**src/rtl/core_types_pkg.sv**
```systemverilog
// Shared core types: ALU opcodes, arbiter state encoding and the ALU result bundle.
package core_types_pkg;

    localparam int NUM_REQ = 2;

    typedef enum logic [3:0] {
        ALU_ADD,
        ALU_SUB,
        ALU_SLL,
        ALU_SLT,
        ALU_SLTU,
        ALU_XOR,
        ALU_SRL,
        ALU_SRA,
        ALU_OR,
        ALU_AND
    } alu_op_t;

    typedef enum logic {
        ARB_EMPTY,
        ARB_FULL
    } arb_state_t;

    typedef struct packed {
        logic [31:0] out;
        logic        zero;
        logic        lt;
        logic        ltu;
    } alu_res_t;

endpackage

```
**src/rtl/alu.sv**
```systemverilog
// Core 32-bit combinational ALU; zero latency, no flow control.
// lt/ltu always compare the raw operands, independent of the selected operation.
module alu
    import core_types_pkg::*;
(
    input  logic [31:0] op1,
    input  logic [31:0] op2,
    input  alu_op_t     alu_op,
    output logic [31:0] out,
    output logic        zero,
    output logic        lt,
    output logic        ltu
);

    always_comb begin
        lt  = $signed(op1) < $signed(op2);
        ltu = op1 < op2;
        out = '0;
        case (alu_op)
            ALU_ADD:  out = op1 + op2;
            ALU_SUB:  out = op1 - op2;
            ALU_SLL:  out = op1 << op2[4:0];
            ALU_SLT:  out = {31'b0, lt};
            ALU_SLTU: out = {31'b0, ltu};
            ALU_XOR:  out = op1 ^ op2;
            ALU_SRL:  out = op1 >> op2[4:0];
            ALU_SRA:  out = $unsigned($signed(op1) >>> op2[4:0]);
            ALU_OR:   out = op1 | op2;
            ALU_AND:  out = op1 & op2;
            default:  out = '0;
        endcase
    end

    assign zero = (out == '0);

endmodule

```
**src/rtl/alu_arbiter.sv**
```systemverilog
// Round-robin front end sharing one ALU between two requesters; latency 1 into a single result register.
// A held result blocks new grants until its owner drains it; drain and accept may overlap with no bubble.
module alu_arbiter
    import core_types_pkg::*;
#(
    parameter int NUM_REQ = core_types_pkg::NUM_REQ
) (
    input  logic                      clk,
    input  logic                      rst,
    input  logic [NUM_REQ-1:0]        req_valid,
    output logic [NUM_REQ-1:0]        req_ready,
    input  logic [NUM_REQ-1:0][31:0]  req_op1,
    input  logic [NUM_REQ-1:0][31:0]  req_op2,
    input  alu_op_t [NUM_REQ-1:0]     req_alu_op,
    output logic [NUM_REQ-1:0]        rsp_valid,
    input  logic [NUM_REQ-1:0]        rsp_ready,
    output logic [31:0]               rsp_out,
    output logic                      rsp_zero,
    output logic                      rsp_lt,
    output logic                      rsp_ltu,
    input  logic                      flush
);

    arb_state_t state_q, state_d;
    logic       owner_q;
    logic       last_grant_q;
    alu_res_t   res_q;
    alu_res_t   alu_res;
    logic       gnt_id;
    logic       drain;
    logic       can_accept;
    logic       accept;

    // With both requesting, the one not granted last wins.
    always_comb begin
        case (req_valid)
            2'b01:   gnt_id = 1'b0;
            2'b10:   gnt_id = 1'b1;
            default: gnt_id = ~last_grant_q;
        endcase
    end

    assign drain      = (state_q == ARB_FULL) && rsp_ready[owner_q];
    assign can_accept = (state_q == ARB_EMPTY) || drain;
    assign accept     = (|req_valid) && can_accept && !flush && !rst;

    assign req_ready  = accept ? {gnt_id, ~gnt_id} : 2'b00;
    assign rsp_valid  = (state_q == ARB_FULL) ? {owner_q, ~owner_q} : 2'b00;

    alu u_alu (
        .op1    (req_op1[gnt_id]),
        .op2    (req_op2[gnt_id]),
        .alu_op (req_alu_op[gnt_id]),
        .out    (alu_res.out),
        .zero   (alu_res.zero),
        .lt     (alu_res.lt),
        .ltu    (alu_res.ltu)
    );

    always_comb begin
        state_d = state_q;
        if (flush) begin
            state_d = ARB_EMPTY;
        end else if (accept) begin
            state_d = ARB_FULL;
        end else if (drain) begin
            state_d = ARB_EMPTY;
        end
    end

    always_ff @(posedge clk) begin
        if (rst) begin
            state_q      <= ARB_EMPTY;
            owner_q      <= 1'b0;
            last_grant_q <= 1'b1;
            res_q        <= '0;
        end else begin
            state_q <= state_d;
            if (accept) begin
                res_q        <= alu_res;
                owner_q      <= gnt_id;
                last_grant_q <= gnt_id;
            end
        end
    end

    assign rsp_out  = res_q.out;
    assign rsp_zero = res_q.zero;
    assign rsp_lt   = res_q.lt;
    assign rsp_ltu  = res_q.ltu;

endmodule

```
**config.mk**
```make
export PLATFORM = sky130hd
export DESIGN_NAME = alu_arbiter
export DESIGN_NICKNAME = d
export VERILOG_FILES = /design/src/rtl/core_types_pkg.sv /design/src/rtl/alu.sv /design/src/rtl/alu_arbiter.sv
export SDC_FILE = /design/constraint.sdc
export NUM_CORES = 1
export LEC_CHECK = 0
export CAP_MARGIN = 40
export CORE_MARGIN = 8
export CORE_UTILIZATION = 55
export DETAILED_ROUTE_END_ITERATION = 7
export PLACE_DENSITY = 0.87
export SLEW_MARGIN = 5
export SYNTH_ARGS = -nofsm -noshare
export SYNTH_HDL_FRONTEND = slang
export SYNTH_HIERARCHICAL = 1
export SYNTH_SLANG_ARGS = --single-unit
```
**constraint.sdc**
```tcl
create_clock -name clk -period 10.4 [get_ports clk]
set_input_delay 1.04 -clock clk [delete_from_list [all_inputs] [get_ports clk]]
set_output_delay 1.04 -clock clk [all_outputs]
set_load 0.005 [all_outputs]
```
==> flow_summary.json, run 1 <==
{
  "synth-adder-area-share_pct": 11.1,
  "start_util_pct": 56.0,
  "wirelength_mm": 55.7,
  "rsz0062_at_grt": "no",
  "gp_congestion": 1.10,
  "postCtsSetupRepairBufs": 0,
  "detail_route.drc_violations": 1,
  "cap_violations": 0,
  "std_cell_rows": 53,
  "report.final.slew_viol_count": 0,
  "synth_top_area_share_pct": 10.8,
  "cts_num_sinks": 38,
  "post_cts_resized": 0,
  "met1_usage_pct": 52.9,
  "netlist_area_um2": 11700,
  "dieArea_um2": 26200,
  "ios": 182,
  "synthToLayoutAreaGrowth_pct": 17.3,
  "hold_viol": 0,
  "cp-start-kind": "primary input",
  "tightest_slew_ns": 0.981,
  "critPathCaptureType": "flip-flop",
  "cts_tree": "built",
  "synth-simple-area-share_pct": 20.6,
  "synth_area_leader_cell": "ha_1",
  "peakVddDrop_mv": 0.0638,
  "wl_per_cell_um": 28.3,
  "power.density_nw_per_um2": 109,
  "finalClockSkew_ns": 0.00567,
  "nets": 1941,
  "synth_top_family_by_area": "compound AO/OA/AOI/OAI gates",
  "grt_use_met3_pct": 14.0,
  "synthXorXnorAreaFrac_pct": 1.34,
  "grt_pass1_vias": 13700,
  "port-buffer-count": 181,
  "htree_levels": 2,
  "total_leakage_power_nw": 5.46,
  "root_buffer": "clkbuf_16",
  "setup_violations": 0,
  "final.period_utilization_pct": 75.0,
  "status": "finished, violations left",
  "synth_seq_cells": 38,
  "chipWidth_um": 162,
  "yosysUniqueCellTypes": 83,
  "ys_seq_area_share_pct": 6.49,
  "synth_most_common_cell": "nor2_1",
  "syn_inst": 1597,
  "path_class": "in2reg",
  "setup_ws_ns": 2.60,
  "grt-ovfl-total": 0,
  "hpwl_mm": 43.3,
  "grt_busiest_layer": "met2",
  "stdcell_count": 1972,
  "antenna_found_initial": 2,
  "violations": "design-rule violations",
  "fin_crit_ns": 7.80,
  "cts_hold_buf": 0,
  "synth_area_per_cell_um2": 7.34,
  "cts.clk_slew.worst_paths_ns": 0.06,
  "pre_cts_slack_ns": 2.54,
  "fp.dieH_um": 162,
  "yosysWarnings": 6,
  "tns_ns": 0,
  "synth_mux_area_share_pct": 21.5,
  "core_um2": 21000,
  "drt_pass1_iterations": 8,
  "grt_pass1_wl_mm": 84.1,
  "worstSkewPairLatency_ns": 0.28,
  "synthTopCellsByArea": "ha_1 11%, mux4_2 7.5%, mux2_1 6.5%",
  "total_power_mw": 1.49,
  "grt_max_degree": 66,
  "required_ns": 10.62,
  "drt-initial-drc-count": 2509,
  "ant_nets": 0,
  "max_freq_ghz": 0.128,
  "synthArstFlopShare_pct": 0,
  "yosys-top-cells-count": "149 x nor2_1, 144 x nand2_1, 114 x a21oi_1",
  "clockBufferDepth": 2,
  "relSlewSlack_pct": 33.8,
  "syn_nets": 1843,
  "synth_compound_area_share_pct": 30.5,
  "drive_gt1_share_pct": 11.9,
  "viasPerCell": 7.38,
  "hold_class": "reg2reg",
  "cts_buffers": 5,
  "crit_fanout": 65,
  "synth_ff_type": "dfxtp_1",
  "dr_total_vias": 14500,
  "synth_edf_count": 0,
  "grt_usage_pct": 40.7,
  "arrival_ns": 8.02,
  "grtUsageMet2_pct": 59.5,
  "post-place-cells": 1962
}
## flip-flops by register name (all words and copies together), names as in the netlist
name	cells
rsp_ltu	1
state_q	1
last_grant_q	1
rsp_out	32
rsp_lt	1
rsp_zero	1
owner_q	1
## cell families after synthesis
family	after synthesis
AOI/OAI and AO/OA	519
muxes	189
and+or+nand+nor	505
DFF	38
buffers and inverters	225
adders and majority gates	103
xor gates and xnor gates	18
## final timing paths
path                                                start                        to  slack (ns)  cells past startpoint
worst max register to register  last_grant_q$_SDFFE_PP1P_     rsp_zero$_SDFFE_PP0P_        3.87                     21
worst min register to register   rsp_out[10]$_SDFFE_PP0P_  rsp_out[10]$_SDFFE_PP0P_        0.45                      2
worst max-delay path                         req_valid[1]     rsp_zero$_SDFFE_PP0P_        2.60                     24
worst min-delay path             rsp_out[10]$_SDFFE_PP0P_  rsp_out[10]$_SDFFE_PP0P_        0.45                      2
## routing by layer
metal | share of wire [%] | wire (µm)
met2 | 41 | 22700
met3 | 17 | 9250
met5 | 0.048 | 27
met1 | 37 | 20700
met4 | 5.6 | 3100
## area by class of cell
class	instances	area, µm²
timing repair buffer	214	2100
inverter	102	383
multi-input combinational	1334	10000
tap	275	344
antenna	1	2.50
fill	1852	7200
clock inverter	2	12.5
clock buffer	6	139
sequential	38	761
## stage by stage
step	hold WS [ns]	area [µm²]	util, %
6_report	0.455	13800	65.6
5_1_grt	0.486	13800	65.6
4_1_cts	0.456	13700	65.6
3_5_place_dp	0.449	13600	64.9
3_3_place_gp	0.444	13500	64.4
2_1_floorplan	0.453	11700	-
## cells in the final DEF, fill, tap and decap left out, types with 11 or more instances in the layout
cell type / n
nor2_1: 148
o21a_1: 12
dfxtp_1: 38
a21o_1: 17
mux2_1: 66
a21oi_1: 113
nand4_1: 14
nand2b_1: 19
a221o_1: 11
a22oi_1: 16
nor3_1: 34
mux4_2: 39
xnor2_1: 16
o211ai_1: 19
a211oi_1: 27
a31oi_1: 19
mux2_2: 32
nand3_1: 31
a21oi_2: 30
o31ai_1: 14
o21ai_0: 96
nor4_1: 11
inv_1: 100
o22ai_1: 25
nand2_1: 144
nand2_2: 28
clkdlybuf4s50_1: 180
a221oi_1: 12
nor2b_1: 17
ha_1: 101
mux2i_1: 48
buf_4: 27
## power by group
part / switching, mW / internal [mW]
Sequential: 0.00539 / 0.155
Clock: 0.0573 / 0.0948
Combinational: 0.745 / 0.436
## critical path, cell delays in order
cell and delay, ns:
clkdlybuf4s50_1 0.48, inv_1 0.05, ha_1 0.33, nor2_1 0.09, a21oi_4 0.12, buf_4 0.41
mux2_2 0.39, buf_4 0.34, inv_1 0.14, buf_4 0.45, ha_1 0.36, or2_2 0.30
a2111o_1 0.43, a31oi_1 0.37, o2111ai_1 0.33, nand2_1 0.21, o221ai_1 0.15, a2111oi_0 0.81
o211ai_1 0.17, nor4_1 0.37, and4_1 0.25, and3_1 0.16, nand2_2 0.05, a21oi_2 0.12
Note: power is estimated with default switching activity, not from simulation.
==> run 2, diff against run 1 <==
==> constraint.sdc (replaced) <==
create_clock -name clk -period 7.3 [get_ports clk]
set_input_delay 0.73 -clock clk [delete_from_list [all_inputs] [get_ports clk]]
set_output_delay 0.73 -clock clk [all_outputs]
set_load 0.005 [all_outputs]
==> flow_summary.json, run 2 (synthesized netlist as in run 1, its figures left out) <==
{
  "cp-start-kind": "primary input",
  "critPathCaptureType": "flip-flop",
  "worstSkewPairLatency_ns": 0.28,
  "synthToLayoutAreaGrowth_pct": 20.1,
  "fin_crit_ns": 6.84,
  "grt_usage_pct": 40.3,
  "path_cells": "clkdlybuf4s50_1, inv_1, ha_1, nor2_1, a21oi_4, mux2_1, inv_1, ha_1, or2_2, a2111o_1, a31oi_1, o2111ai_1, a2111oi_0, o21ai_0, and2_1, a221o_1, a21o_1, nor4_1, and3_1, nand2_2, a21oi_2",
  "start_util_pct": 56.0,
  "setup_violations": 0,
  "tns_ns": 0,
  "max_freq_ghz": 0.146,
  "postCtsSetupRepairBufs": 0,
  "cts_hold_buf": 0,
  "peakVddDrop_mv": 0.145,
  "cap_violations": 0,
  "ios": 182,
  "wirelength_mm": 55.4,
  "ant_nets": 0,
  "total_leakage_power_nw": 5.66,
  "r2r-start": "last_grant_q$_SDFFE_PP1P_",
  "final.period_utilization_pct": 93.7,
  "gp_congestion": 1.14,
  "largest_reg_flops": 32,
  "clockBufferDepth": 2,
  "cp-startpoint": "req_valid[1]",
  "dieArea_um2": 26200,
  "drt_pass1_iterations": 8,
  "hold_depth": 2,
  "hold_class": "reg2reg",
  "viasPerCell": 7.21,
  "tightest_slew_ns": 0.873,
  "dr_total_vias": 14500,
  "fp.dieH_um": 162,
  "cts_num_sinks": 38,
  "crit_slowest_cell": "a21oi_4",
  "required_ns": 7.52,
  "antennaDiodeCount": 0,
  "drive_gt1_share_pct": 14.0,
  "root_buffer": "clkbuf_16",
  "rr_worst_depth": 18,
  "grt_pass1_wl_mm": 83.7,
  "cts_tree": "built",
  "port-buffer-count": 181,
  "antenna_found_initial": 2,
  "std_cell_rows": 53,
  "hold_viol": 0,
  "power.density_nw_per_um2": 153,
  "grt_max_degree": 58,
  "slowest_delay_ns": 0.52,
  "post_cts_resized": 0,
  "finalClockSkew_ns": 0.00323,
  "grt_pass1_vias": 13800,
  "fillers": 1838,
  "grt-ovfl-total": 0,
  "hpwl_mm": 43.7,
  "core_um2": 21000,
  "cts.clk_slew.worst_paths_ns": 0.06,
  "arrival_ns": 7.06,
  "violations": "design-rule violations",
  "path_class": "in2reg",
  "whs_ns": 0.455,
  "wl_per_cell_um": 27.5,
  "relSlewSlack_pct": 41.6,
  "drt-initial-drc-count": 2308,
  "status": "finished, violations left",
  "chipWidth_um": 162,
  "htree_levels": 2,
  "report.final.slew_viol_count": 0,
  "final_cell_mix": "180 x clkdlybuf4s50_1, 149 x nor2_1, 144 x nand2_1",
  "nets": 1984,
  "crit_fanout": 11,
  "endpoint": "rsp_zero$_SDFFE_PP0P_",
  "cts_buffers": 5,
  "detail_route.drc_violations": 4,
  "reg2reg_to": "rsp_zero$_SDFFE_PP0P_",
  "r2r_slack_ns": 1.42,
  "rsz0062_at_grt": "no",
  "final_common_cell": "clkdlybuf4s50_1"
}
-- run 2: layer usage --
metal  up-vias  wire [µm]  track usage, %
li1       6204          -               -
met1      6743      20900            52.1
met2      1327      23300            61.1
met3       237       7860            10.8
met4         4       3290            19.8
met5         -         29               0
-- run 2: metrics by stage --
stage          power (mW)  area (µm²)  setup slack, ns  instances  util (%)
2_1_floorplan        1.29       11700            0.691       1597         -
3_3_place_gp         1.83       13900            0.558       2003      66.2
3_5_place_dp         1.85       13900            0.422       2006      66.5
4_1_cts              2.07       14100            0.670       2014      67.2
5_1_grt              2.24       14100            0.213       2014      67.2
6_report             2.16       14100            0.458       2014      67.2
-- run 2: final cells by class --
| type | count | area [µm²] | area share [%] |
|---|---|---|---|
| clock buffer | 6 | 139 | 0.986 |
| sequential | 38 | 761 | 5.40 |
| tap | 275 | 344 | 2.44 |
| multi-input combinational | 1334 | 10000 | 71.0 |
| inverter | 102 | 383 | 2.72 |
| timing repair buffer | 257 | 2440 | 17.3 |
| clock inverter | 2 | 12.5 | 0.0889 |
-- run 2: power by group --
part	switching [mW]	leakage (nW)	internal, mW	total (mW)
sequential	0.00773	0.309	0.221	0.228
clock	0.0817	0.0729	0.135	0.217
combinational	1.06	5.28	0.654	1.72
-- run 2: worst max-delay path, delay by kind of cell --
kind / cells / cell delay (ns)
buffers and inverters: 3 / 0.73
muxes: 1 / 0.51
and+or+nand+nor: 6 / 1.23
AOI/OAI and AO/OA: 9 / 3.23
adders and majority gates: 2 / 0.62
-- run 2: worst min-delay path by stage --
stage,end,start,slack [ns]
after floorplan,rsp_out[10]$_SDFFE_PP0P_,rsp_out[10]$_SDFFE_PP0P_,0.45
after global placement,rsp_out[11]$_SDFFE_PP0P_,rsp_out[11]$_SDFFE_PP0P_,0.44
after detailed placement,rsp_out[10]$_SDFFE_PP0P_,rsp_out[10]$_SDFFE_PP0P_,0.45
after CTS,rsp_out[10]$_SDFFE_PP0P_,rsp_out[10]$_SDFFE_PP0P_,0.46
after global routing,rsp_out[9]$_SDFFE_PP0P_,rsp_out[9]$_SDFFE_PP0P_,0.49
final,rsp_out[10]$_SDFFE_PP0P_,rsp_out[10]$_SDFFE_PP0P_,0.46
